==> src/rtl/simon_serial_core.sv <==
// Bit-serial-I/O Simon block cipher engine, one full round per clock with on-the-fly key
// expansion. The master key is retained across blocks so successive plaintexts can be
// encrypted without reloading it.
//
// Ports:
//   clk        rising-edge clock
//   reset      synchronous, active-high reset
//   data_in    serial load bit, LSB first
//   data_rdy   command: 0 idle, 1 load plaintext, 2 load key, 3 encrypt (on rising qualify)
//   debug_port sampled at encrypt start: 0 streams ciphertext, 1 streams the master key
//   cipher_out registered serial result bit, LSB first
//   valid      high while cipher_out carries a result bit
//   busy       high while running rounds or streaming the result
module simon_serial_core #(
  parameter int unsigned WORD      = 16,
  parameter int unsigned KEY_WORDS = 4,
  parameter int unsigned ROUNDS    = 32,
  parameter logic [61:0] Z_SEQ     =
    62'b11111010001001010110000111001101111101000100101011000011100110
) (
  input  logic       clk,
  input  logic       reset,
  input  logic       data_in,
  input  logic [1:0] data_rdy,
  input  logic       debug_port,
  output logic       cipher_out,
  output logic       valid,
  output logic       busy
);

  localparam int unsigned BlkW = 2 * WORD;
  localparam int unsigned KeyW = KEY_WORDS * WORD;
  localparam int unsigned RndW = $clog2(ROUNDS + 1);
  localparam int unsigned CntW = $clog2(KeyW + 1);

  if (KEY_WORDS < 2 || KEY_WORDS > 4) begin : g_bad_key_words
    $error("simon_serial_core: KEY_WORDS must be 2, 3 or 4");
  end

  typedef enum logic [1:0] {StIdle, StRun, StOut} state_e;

  function automatic logic [WORD-1:0] rol(input logic [WORD-1:0] v, input int unsigned s);
    return (v << s) | (v >> (WORD - s));
  endfunction

  function automatic logic [WORD-1:0] ror(input logic [WORD-1:0] v, input int unsigned s);
    return (v >> s) | (v << (WORD - s));
  endfunction

  state_e            state_q;
  logic [BlkW-1:0]   blk_q;      // {x, y}
  logic [KeyW-1:0]   key_q;      // master key, untouched by rounds
  logic [KeyW-1:0]   kwin_q;     // working key window, k0 in the low word
  logic [KeyW-1:0]   out_sr_q;
  logic [CntW-1:0]   out_cnt_q;
  logic [RndW-1:0]   rnd_q;
  logic [5:0]        zptr_q;
  logic              dbg_q;
  logic [1:0]        rdy_prev_q;

  logic [WORD-1:0] x, y, k0, k1, ktop, t, tmp, knew, x_nx;
  logic            z_bit;
  logic [BlkW-1:0] blk_nx;
  logic [KeyW-1:0] kwin_nx;

  always_comb begin
    x     = blk_q[BlkW-1:WORD];
    y     = blk_q[WORD-1:0];
    k0    = kwin_q[WORD-1:0];
    k1    = kwin_q[2*WORD-1:WORD];
    ktop  = kwin_q[KeyW-1 -: WORD];
    t     = '0;
    z_bit = Z_SEQ[6'd61 - zptr_q];
    if (KEY_WORDS == 4) begin
      t   = ror(ktop, 3) ^ k1;
      tmp = t ^ ror(t, 1);
    end else begin
      tmp = ror(ktop, 3) ^ ror(ktop, 4);
    end
    knew    = ~k0 ^ tmp ^ {{(WORD-1){1'b0}}, z_bit} ^ {{(WORD-2){1'b0}}, 2'b11};
    kwin_nx = {knew, kwin_q[KeyW-1:WORD]};
    x_nx    = y ^ (rol(x, 1) & rol(x, 8)) ^ rol(x, 2) ^ k0;
    blk_nx  = {x_nx, x};
  end

  always_ff @(posedge clk) begin
    if (reset) begin
      state_q    <= StIdle;
      blk_q      <= '0;
      key_q      <= '0;
      kwin_q     <= '0;
      out_sr_q   <= '0;
      out_cnt_q  <= '0;
      rnd_q      <= '0;
      zptr_q     <= '0;
      dbg_q      <= 1'b0;
      rdy_prev_q <= '0;
      cipher_out <= 1'b0;
      valid      <= 1'b0;
      busy       <= 1'b0;
    end else begin
      // Tracked every cycle so a held encrypt command never re-triggers.
      rdy_prev_q <= data_rdy;
      unique case (state_q)
        StIdle: begin
          valid      <= 1'b0;
          cipher_out <= 1'b0;
          case (data_rdy)
            2'd1: blk_q <= {data_in, blk_q[BlkW-1:1]};
            2'd2: key_q <= {data_in, key_q[KeyW-1:1]};
            2'd3: begin
              if (rdy_prev_q != 2'd3) begin
                kwin_q  <= key_q;
                rnd_q   <= '0;
                zptr_q  <= '0;
                dbg_q   <= debug_port;
                busy    <= 1'b1;
                state_q <= StRun;
              end
            end
            default: ;
          endcase
        end
        StRun: begin
          blk_q  <= blk_nx;
          kwin_q <= kwin_nx;
          zptr_q <= (zptr_q == 6'd61) ? 6'd0 : zptr_q + 6'd1;
          rnd_q  <= rnd_q + 1'b1;
          if (rnd_q == RndW'(ROUNDS - 1)) begin
            // Load from the post-round value so the result streams right after the last round.
            out_sr_q  <= dbg_q ? key_q : KeyW'(blk_nx);
            out_cnt_q <= dbg_q ? CntW'(KeyW) : CntW'(BlkW);
            state_q   <= StOut;
          end
        end
        StOut: begin
          if (out_cnt_q != '0) begin
            cipher_out <= out_sr_q[0];
            valid      <= 1'b1;
            out_sr_q   <= out_sr_q >> 1;
            out_cnt_q  <= out_cnt_q - 1'b1;
          end else begin
            cipher_out <= 1'b0;
            valid      <= 1'b0;
            busy       <= 1'b0;
            state_q    <= StIdle;
          end
        end
        default: state_q <= StIdle;
      endcase
    end
  end

endmodule
==> config.mk <==
export PLATFORM = sky130hd
export DESIGN_NAME = simon_serial_core
export DESIGN_NICKNAME = d
export VERILOG_FILES = /design/src/rtl/simon_serial_core.sv
export SDC_FILE = /design/constraint.sdc
export NUM_CORES = 1
export LEC_CHECK = 0
export ABC_AREA = 0
export CAP_MARGIN = 20
export CORE_MARGIN = 3
export CORE_UTILIZATION = 68
export DETAILED_ROUTE_END_ITERATION = 6
export PLACE_DENSITY = 0.86
export REMOVE_ABC_BUFFERS = 1
export SLEW_MARGIN = 5
export SYNTH_ARGS = -nofsm -noshare
export SYNTH_HDL_FRONTEND = slang
export SYNTH_SLANG_ARGS = --single-unit
export TNS_END_PERCENT = 20
==> constraint.sdc <==
create_clock -name clk -period 3.95 [get_ports clk]
set_input_delay 0.9875 -clock clk [delete_from_list [all_inputs] [get_ports clk]]
set_output_delay 0.9875 -clock clk [all_outputs]
set_load 0.01 [all_outputs]
==> flow_metrics.env, run 1 <==
export IMPL_dpl_cell_count=1543
export IMPL_synthTopCellsByArea="dfxtp_1, nand2_1, xnor2_1"
export IMPL_wire_per_inst_um=18.9
export IMPL_gp_congestion=0.885
export IMPL_cts_made_buffers=26
export IMPL_power_frac_comb_pct=9.0
export IMPL_ys_ff_latch=251
export IMPL_finalSetupTns_ps=0
export IMPL_die_w_um=137
export IMPL_cts_root_buf="clkbuf_16"
export IMPL_insertion_delay_ps=520
export IMPL_dp_hpwl_um=18000
export IMPL_yosysTopAreaCell="dfxtp_1"
export IMPL_coreArea_um2=16800
export IMPL_synth_edf_count=0
export IMPL_grt_overflow=0
export IMPL_cp_num_buf_inv=2
export IMPL_avgViaCountPerCell=6.39
export IMPL_p_sw_mw=1.43
export IMPL_finalHoldViolCount=0
export IMPL_cts_resized=0
export IMPL_slew_viol_final=0
export IMPL_boundaryPins=9
export IMPL_synth_common_cells="nand2_1, dfxtp_1, a21oi_1"
export IMPL_cp_end_kind="register"
export IMPL_power_leakage_nw=4.04
export IMPL_worstMarginPinSlew_ps=1060
export IMPL_diodes=0
export IMPL_run_status="completed"
export IMPL_setup_viol=0
export IMPL_max_cap_violations=0
export IMPL_ys_types=40
export IMPL_dieArea_um2=18900
export IMPL_yosysMostFrequentCell="nand2_1"
export IMPL_crit_slowest_cell="or2_4"
export IMPL_antenna_found_initial=0
export IMPL_path_max_fanout=57
export IMPL_cts_htree_levels=1
export IMPL_hold_buffers=0
export IMPL_instances_no_fill=1590
export IMPL_nNetsFinal=1369
export IMPL_start_util_pct=70.1
export IMPL_setup_worst_path_class="register to register"
export IMPL_sequentialPowerShare_pct=46.6
export IMPL_cts_sinks=251
export IMPL_cp_cell_sequence="inv_1 > ha_1 > nor2b_1 > a31oi_1 > or2_4 > buf_12 > nor2_1 > a311oi_1"
export IMPL_grt_max_degree=105
export IMPL_syn_inst=1427
export IMPL_required_ps=4370
export IMPL_p_sw_share_pct=24.8
export IMPL_first_global_vias=9862
export IMPL_drtPass1Iterations=7
export IMPL_synth_ff_type="dfxtp_1"
export IMPL_area_delta_synth_final_pct=8.22
export IMPL_drive_gt1_share_pct=6.06
export IMPL_period_needed_ps=2930
export IMPL_rsz0062_at_grt="no"
export IMPL_post_cts_buffers=0
export IMPL_yosysTopAreaCellShare_pct=42.8
export IMPL_cpPeakStageDelay_ps=740
export IMPL_syn_cell_area_um2=11800
export IMPL_clk_path_buf_depth=3
export IMPL_port_buffers=8
export IMPL_min_path_type="register to register"
export IMPL_critPathArrivalTime_ps=3360
export IMPL_startpoint_type="register"
export IMPL_cts_clk_slew_worst_paths_ps=60
export IMPL_cpLargestDelayFamily="simple AND/OR/NAND/NOR gates"
export IMPL_yosysWarnings=0
export IMPL_wl_um=30100
export IMPL_synth_seq_area_share_pct=42.8
export IMPL_fin_crit_sh_pct=74.3
export IMPL_cts_tree="done"
export IMPL_peakVddDrop_mv=0.416
export IMPL_ant_nets=0
export IMPL_syn_area_per_cell_um2=8.23
export IMPL_rows=47
export IMPL_drt_initial_drc_count=1093
export IMPL_fmax_ghz=0.341
export IMPL_relSlewSlack_pct=29.5
export IMPL_clock_skew_ps=9.53
export IMPL_finalWorstSetupSlack_ps=1020
export IMPL_intPower_mw=4.35
export IMPL_finalPower_mw=5.78
export IMPL_pre_cts_ws_ps=741
export IMPL_drc=0
export IMPL_grt_pass1_wl_um=49400
export IMPL_grt_total_usage_pct=32.1
export IMPL_p_clk_share_pct=44.4
export IMPL_powerDensity_nw_per_um2=455
export IMPL_dieHeight_um=137
export IMPL_async_flop_share_pct=0
export IMPL_vias=10166
-- layout by cell type, fill, tap and decap left out, types with 7 or more instances in the layout --
cell	instances
xnor2_1	88
clkbuf_16	27
nor3_1	10
o21ai_0	8
dfxtp_1	250
ha_1	12
a211oi_1	61
nor2_1	131
o211ai_1	32
a21oi_1	148
clkdlybuf4s50_1	7
buf_4	17
xor2_1	18
nand3_1	37
nand2_1	285
a22oi_1	38
mux2i_1	64
a311oi_1	48
nand2b_1	20
-- through the flow --
| step | utilization, % | instance area (µm²) | hold slack, ps |
|---|---|---|---|
| final | 75.9 | 12700 | 452 |
| after global placement | 70.5 | 11800 | 439 |
| after CTS | 75.9 | 12700 | 452 |
| after floorplan | - | 11200 | 426 |
| after global routing | 75.9 | 12700 | 485 |
| after detailed placement | 70.5 | 11800 | 443 |
-- final cells by class --
| type | instances | area (µm²) |
|---|---|---|
| clock buffers | 34 | 722 |
| clock inverters | 13 | 174 |
| fillers | 1198 | 4040 |
| inverters | 6 | 22.5 |
| multi-input cells | 1038 | 6220 |
| flip-flops and latches | 251 | 5030 |
| well taps | 220 | 275 |
| repair buffers | 28 | 272 |
-- power groups by stage --
stage	sequential [mW]	clock (mW)	combinational [mW]
2_1_floorplan	2.71	0	0.361
3_3_place_gp	2.74	0	0.490
3_5_place_dp	2.74	0	0.506
4_1_cts	2.69	2.59	0.514
5_1_grt	2.70	2.68	0.566
6_report	2.69	2.57	0.518
-- routing by layer --
| metal | vias to the layer above | track usage [%] | wire, µm |
|---|---|---|---|
| met1 | 4847 | 42.7 | 12700 |
| met5 | - | 0 | 0 |
| met3 | 69 | 5.41 | 2310 |
| met4 | 0 | 12.0 | 959 |
| li1 | 4794 | - | - |
| met2 | 456 | 52.4 | 14100 |
-- flip-flops by register name, summed over array words and instances (netlist names) --
| register | flops |
|---|---|
| blk_q | 32 |
| busy | 1 |
| cipher_out | 1 |
| dbg_q | 1 |
| key_q | 64 |
| kwin_q | 64 |
| out_cnt_q | 7 |
| out_sr_q | 64 |
| rdy_prev_q | 2 |
| rnd_q | 6 |
| state_q | 2 |
| valid | 1 |
| zptr_q | 6 |
-- path summary, 6_finish.rpt --
kind	depth (start not counted)	from	slack, ps	endpoint
max	8	out_cnt_q[1]	1020	out_sr_q[44]
min	2	out_sr_q[63]	450	out_sr_q[63]
max reg2reg	8	out_cnt_q[1]	1020	out_sr_q[44]
min reg2reg	2	out_sr_q[63]	450	out_sr_q[63]
-- worst min-delay path, stage by stage, from the launching register on --
cell	delay, ps
dfxtp_1	310
nand2_1	50
a21oi_1	50
-- cell families (layout without fill, tap and decap cells) --
| logic type | Yosys count | in the layout | synth area share (%) |
|---|---|---|---|
| simple gates | 508 | 508 | 17.9 |
| xor+xnor | 106 | 106 | 7.90 |
| mux | 69 | 69 | 6.12 |
| flops | 251 | 251 | 42.8 |
| fa+ha+maj | 12 | 12 | 1.28 |
| buf+inv | 138 | 81 | 4.81 |
| compound gates | 343 | 343 | 19.2 |
Power figures use the tool's default switching activity.
==> inputs of run 2 (changes only) <==
Settings changed: CORE_UTILIZATION 68 to 63, PLACE_DENSITY 0.86 to 0.81.
Clock period 3.95 ns to 2.9 ns, I/O delays scaled along.
==> run 2 against run 1 <==
Against the previous run: total power is 38% higher; final area is 1.4% higher; critical path depth is 3 lower; first-iteration DRC count is 4.4% higher; sequential power is 36% higher; final cell count is 0.88% higher; clock power is 40% higher.
==> flow_metrics.env, run 2 (same netlist as run 1, synthesis figures left out) <==
export IMPL_post_cts_buffers=0
export IMPL_dieArea_um2=20300
export IMPL_r2r_end="kwin_q[53]"
export IMPL_final_common_cell="nand2_1"
export IMPL_layout_common_cells="nand2_1, dfxtp_1, a21oi_1"
export IMPL_wl_um=30000
export IMPL_fin_crit_sh_pct=89.1
export IMPL_startpoint="state_q[1]"
export IMPL_crit_slowest_cell="buf_4"
export IMPL_peakVddDrop_mv=0.574
export IMPL_slew_viol_final=0
export IMPL_cts_tree="done"
export IMPL_max_cap_violations=0
export IMPL_cp_end_kind="register"
export IMPL_setup_viol=0
export IMPL_grt_total_usage_pct=29.3
export IMPL_setup_worst_path_class="register to register"
export IMPL_cts_root_buf="clkbuf_16"
export IMPL_required_ps=3320
export IMPL_grt_pass1_wl_um=49300
export IMPL_worstMarginPinSlew_ps=954
export IMPL_grt_overflow=0
export IMPL_dpl_cell_count=1556
export IMPL_clk_path_buf_depth=3
export IMPL_drt_initial_drc_count=1141
export IMPL_clock_skew_ps=15.0
export IMPL_cp_endpoint="kwin_q[53]"
export IMPL_fmax_ghz=0.387
export IMPL_ant_nets=0
export IMPL_rr_startpoint="state_q[1]"
export IMPL_dieHeight_um=143
export IMPL_drc=0
export IMPL_ff2ff_setup_slack_ps=310
export IMPL_path_max_fanout=68
export IMPL_first_global_vias=9403
export IMPL_boundaryPins=9
export IMPL_power_leakage_nw=4.11
export IMPL_dpl_instance_area_um2=12000
export IMPL_startpoint_type="register"
export IMPL_largestRegisters="key_q: 64 flops, kwin_q: 64 flops, out_sr_q: 64 flops"
export IMPL_nNetsFinal=1374
export IMPL_cts_htree_levels=1
export IMPL_holdWs_ps=448
export IMPL_cts_made_buffers=27
export IMPL_cpPeakStageDelay_ps=630
export IMPL_finalHoldViolCount=0
export IMPL_path_depth=5
export IMPL_rows=49
export IMPL_cts_sinks=251
export IMPL_gp_congestion=0.861
export IMPL_final_util_pct=71.0
export IMPL_insertion_delay_ps=530
export IMPL_start_util_pct=64.8
export IMPL_diodes=0
export IMPL_instances_no_fill=1604
export IMPL_dp_hpwl_um=18500
export IMPL_finalSetupTns_ps=0
export IMPL_wire_per_inst_um=18.7
export IMPL_period_needed_ps=2590
export IMPL_port_buffers=8
export IMPL_die_w_um=143
export IMPL_cp_num_buf_inv=2
export IMPL_final_area_um2=12900
export IMPL_run_status="completed"
export IMPL_area_delta_synth_final_pct=9.70
export IMPL_grt_max_degree=106
export IMPL_relSlewSlack_pct=36.4
export IMPL_reg2regPathDepth=5
export IMPL_powerDensity_nw_per_um2=620
export IMPL_min_path_type="register to register"
export IMPL_critPathArrivalTime_ps=3010
export IMPL_coreArea_um2=18100
export IMPL_cp_cell_sequence="nand2b_4 > buf_4 > buf_4 > nor2_1 > a311oi_1"
export IMPL_cts_clk_slew_worst_paths_ps=60
export IMPL_cpLargestDelayFamily="buffers and inverters"
export IMPL_vias=10082
export IMPL_cts_resized=0
export IMPL_drtPass1Iterations=7
export IMPL_hold_buffers=0
export IMPL_hold_depth=2
export IMPL_drive_gt1_share_pct=6.11
export IMPL_rsz0062_at_grt="no"
export IMPL_antenna_found_initial=0
export IMPL_cpMostUsedCell="buf_4"
export IMPL_avgViaCountPerCell=6.29
run 2: cell type report:
type                    count  area, µm²
multi-input cells        1038       6220
fillers                  1357       5260
flip-flops and latches    251       5030
clock buffers              41        790
repair buffers             32        402
well taps                 229        287
clock inverters             7        139
inverters                   6       22.5
run 2: worst min-delay path: stages (launching register included):
cell,delay [ps]
dfxtp_1,310
nand2_1,50
a21oi_1,50
run 2: layer usage:
metal  share of wire (%)  global-route usage [%]  vias up
li1                    -                       -     4791
met1                  44                    41.5     4846
met2                  47                    47.4      389
met3                 7.0                    3.80       56
met4                 2.4                    7.95        0
met5                   0                       0        -
run 2: power by group:
part | internal, mW | total, mW | switching (mW)
clock | 2.22 | 3.61 | 1.38
sequential | 3.53 | 3.66 | 0.126
combinational | 0.297 | 0.735 | 0.438
total | 6.05 | 8.00 | 1.95
run 2: worst min path at each step:
| stage | from | to |
|---|---|---|
| 3_5_place_dp | out_sr_q[10] | out_sr_q[10] |
| 4_1_cts | out_sr_q[10] | out_sr_q[10] |
| 6_report | out_sr_q[63] | out_sr_q[63] |
| 2_1_floorplan | out_sr_q[0] | out_sr_q[0] |
| 3_3_place_gp | out_sr_q[7] | out_sr_q[7] |
| 5_1_grt | out_sr_q[7] | out_sr_q[7] |
run 2: per-stage QoR:
| step | power [mW] | setup WS [ps] |
|---|---|---|
| 3_5_place_dp | 4.45 | 202 |
| 5_1_grt | 8.23 | 111 |
| 4_1_cts | 8.01 | 334 |
| 3_3_place_gp | 4.43 | 299 |
| 6_report | 8.00 | 315 |
| 2_1_floorplan | 4.18 | -2480 |
==> inputs of run 3 (changes only) <==
Settings changed: REMOVE_ABC_BUFFERS 1 to unset.
==> run 3 against run 2 <==
Against the previous run: fmax decreased by 4.0%; wire length decreased by 6.2%; global-route usage decreased by 2.0 points; hold slack improved by 5.5 ps; sequential cell count unchanged; sequential power about the same; final cell count decreased by 0.31%; utilization decreased by 0.37 points; critical path depth increased by 2; clock skew increased by 1.6 ps; largest power group unchanged.
==> flow_metrics.env, run 3 (same netlist as run 1, synthesis figures left out) <==
export IMPL_cts_tree="done"
export IMPL_first_global_vias=9194
export IMPL_nFillCells=1396
export IMPL_fmax_ghz=0.371
export IMPL_cts_clk_slew_worst_paths_ps=60
export IMPL_port_buffers=8
export IMPL_drt_initial_drc_count=894
export IMPL_cp_cell_sequence="inv_1 > ha_1 > mux2_2 > mux4_2 > mux2i_2 > xnor2_1 > a211oi_2"
export IMPL_min_path_type="register to register"
export IMPL_dieHeight_um=143
export IMPL_coreArea_um2=18100
export IMPL_setup_worst_path_class="register to register"
export IMPL_fin_crit_sh_pct=92.9
export IMPL_dieArea_um2=20300
export IMPL_peakVddDrop_mv=0.488
export IMPL_layout_common_cells="nand2_1, dfxtp_1, a21oi_1"
export IMPL_path_max_fanout=8
export IMPL_period_needed_ps=2690
export IMPL_max_cap_violations=0
export IMPL_cp_end_kind="register"
export IMPL_grt_overflow=0
export IMPL_cts_root_buf="clkbuf_16"
export IMPL_run_status="completed"
export IMPL_grt_max_degree=129
export IMPL_grt_pass1_wl_um=46400
export IMPL_worstMarginPinSlew_ps=914
export IMPL_instances_no_fill=1599
export IMPL_start_util_pct=64.8
export IMPL_powerDensity_nw_per_um2=602
export IMPL_vias=9791
export IMPL_drc=0
export IMPL_dpl_cell_count=1555
export IMPL_wire_per_inst_um=17.6
export IMPL_ant_nets=0
export IMPL_slew_viol_final=0
export IMPL_die_w_um=143
export IMPL_cts_made_buffers=26
export IMPL_nNetsFinal=1372
export IMPL_required_ps=3340
export IMPL_cts_htree_levels=1
export IMPL_antenna_found_initial=0
export IMPL_diodes=0
export IMPL_area_delta_synth_final_pct=9.14
export IMPL_drtPass1Iterations=5
export IMPL_drive_gt1_share_pct=5.99
export IMPL_gp_congestion=0.866
export IMPL_final_common_cell="nand2_1"
export IMPL_insertion_delay_ps=530
export IMPL_largestRegisters="key_q: 64 flops, kwin_q: 64 flops, out_sr_q: 64 flops"
export IMPL_finalHoldViolCount=0
export IMPL_rsz0062_at_grt="no"
export IMPL_dp_hpwl_um=17600
export IMPL_avgViaCountPerCell=6.12
export IMPL_cts_sinks=251
export IMPL_cpPeakStageDelay_ps=480
export IMPL_setup_viol=0
export IMPL_boundaryPins=9
export IMPL_power_leakage_nw=4.07
export IMPL_clk_path_buf_depth=3
export IMPL_wl_um=28100
export IMPL_finalSetupTns_ps=0
export IMPL_crit_slowest_cell="ha_1"
export IMPL_startpoint_type="register"
export IMPL_rows=49
export IMPL_grt_total_usage_pct=27.3
export IMPL_clock_skew_ps=16.6
export IMPL_critPathArrivalTime_ps=3130
export IMPL_syn_nets=1445
export IMPL_relSlewSlack_pct=39.1
## run 3: final timing paths
path | from | end | slack [ps] | cells past startpoint
min reg2reg | out_sr_q[7] | out_sr_q[7] | 450 | 2
min | out_sr_q[7] | out_sr_q[7] | 450 | 2
max | zptr_q[1] | kwin_q[48] | 210 | 7
max reg2reg | zptr_q[1] | kwin_q[48] | 210 | 7
## run 3: power breakdown
group	internal [mW]	switching, mW	total (mW)
registers	3.53	0.119	3.65
logic	0.305	0.433	0.738
clock network	2.00	1.33	3.33
## run 3: routing by layer
metal / global-route usage (%) / vias to the layer above / part of all wire, %
li1: - / 4789 / -
met1: 37.0 / 4657 / 43
met2: 45.6 / 284 / 48
met3: 3.86 / 61 / 5.5
met4: 7.95 / 0 / 2.8
met5: 0 / - / 0
## run 3: final cells by class
cell class | count | area [µm²] | area share (%)
multi-input combinational | 1038 | 6220 | 48.5
sequential | 251 | 5030 | 39.2
clock buffer | 39 | 771 | 6.01
clock inverter | 5 | 77.6 | 0.605
timing repair buffer | 31 | 419 | 3.27
inverter | 6 | 22.5 | 0.176
tap | 229 | 287 | 2.23
## run 3: per-stage QoR
stage	hold WS (ps)	setup slack, ps	total power [mW]	util [%]	cell area [µm²]
after CTS	455	151	7.75	70.6	12800
after detailed placement	447	98.7	4.45	66.0	12000
after global routing	470	72.3	7.98	70.7	12800
after global placement	440	134	4.43	66.0	12000
after floorplan	432	646	4.25	-	11800
final	453	207	7.72	70.7	12800
## run 3: critical path: cells and delay by family, from the launching register on
kind	cells	cell delay, ps
mux	3	1160
xor+xnor	1	140
fa+ha+maj	1	480
compound gates	1	210
buf+inv	1	160
flops	1	460
## run 3: timing repair
action	in CTS	in global routing
buffers inserted	0	0
setup endpoints to repair	0	1
resized for setup	0	1
hold buffers	0	0
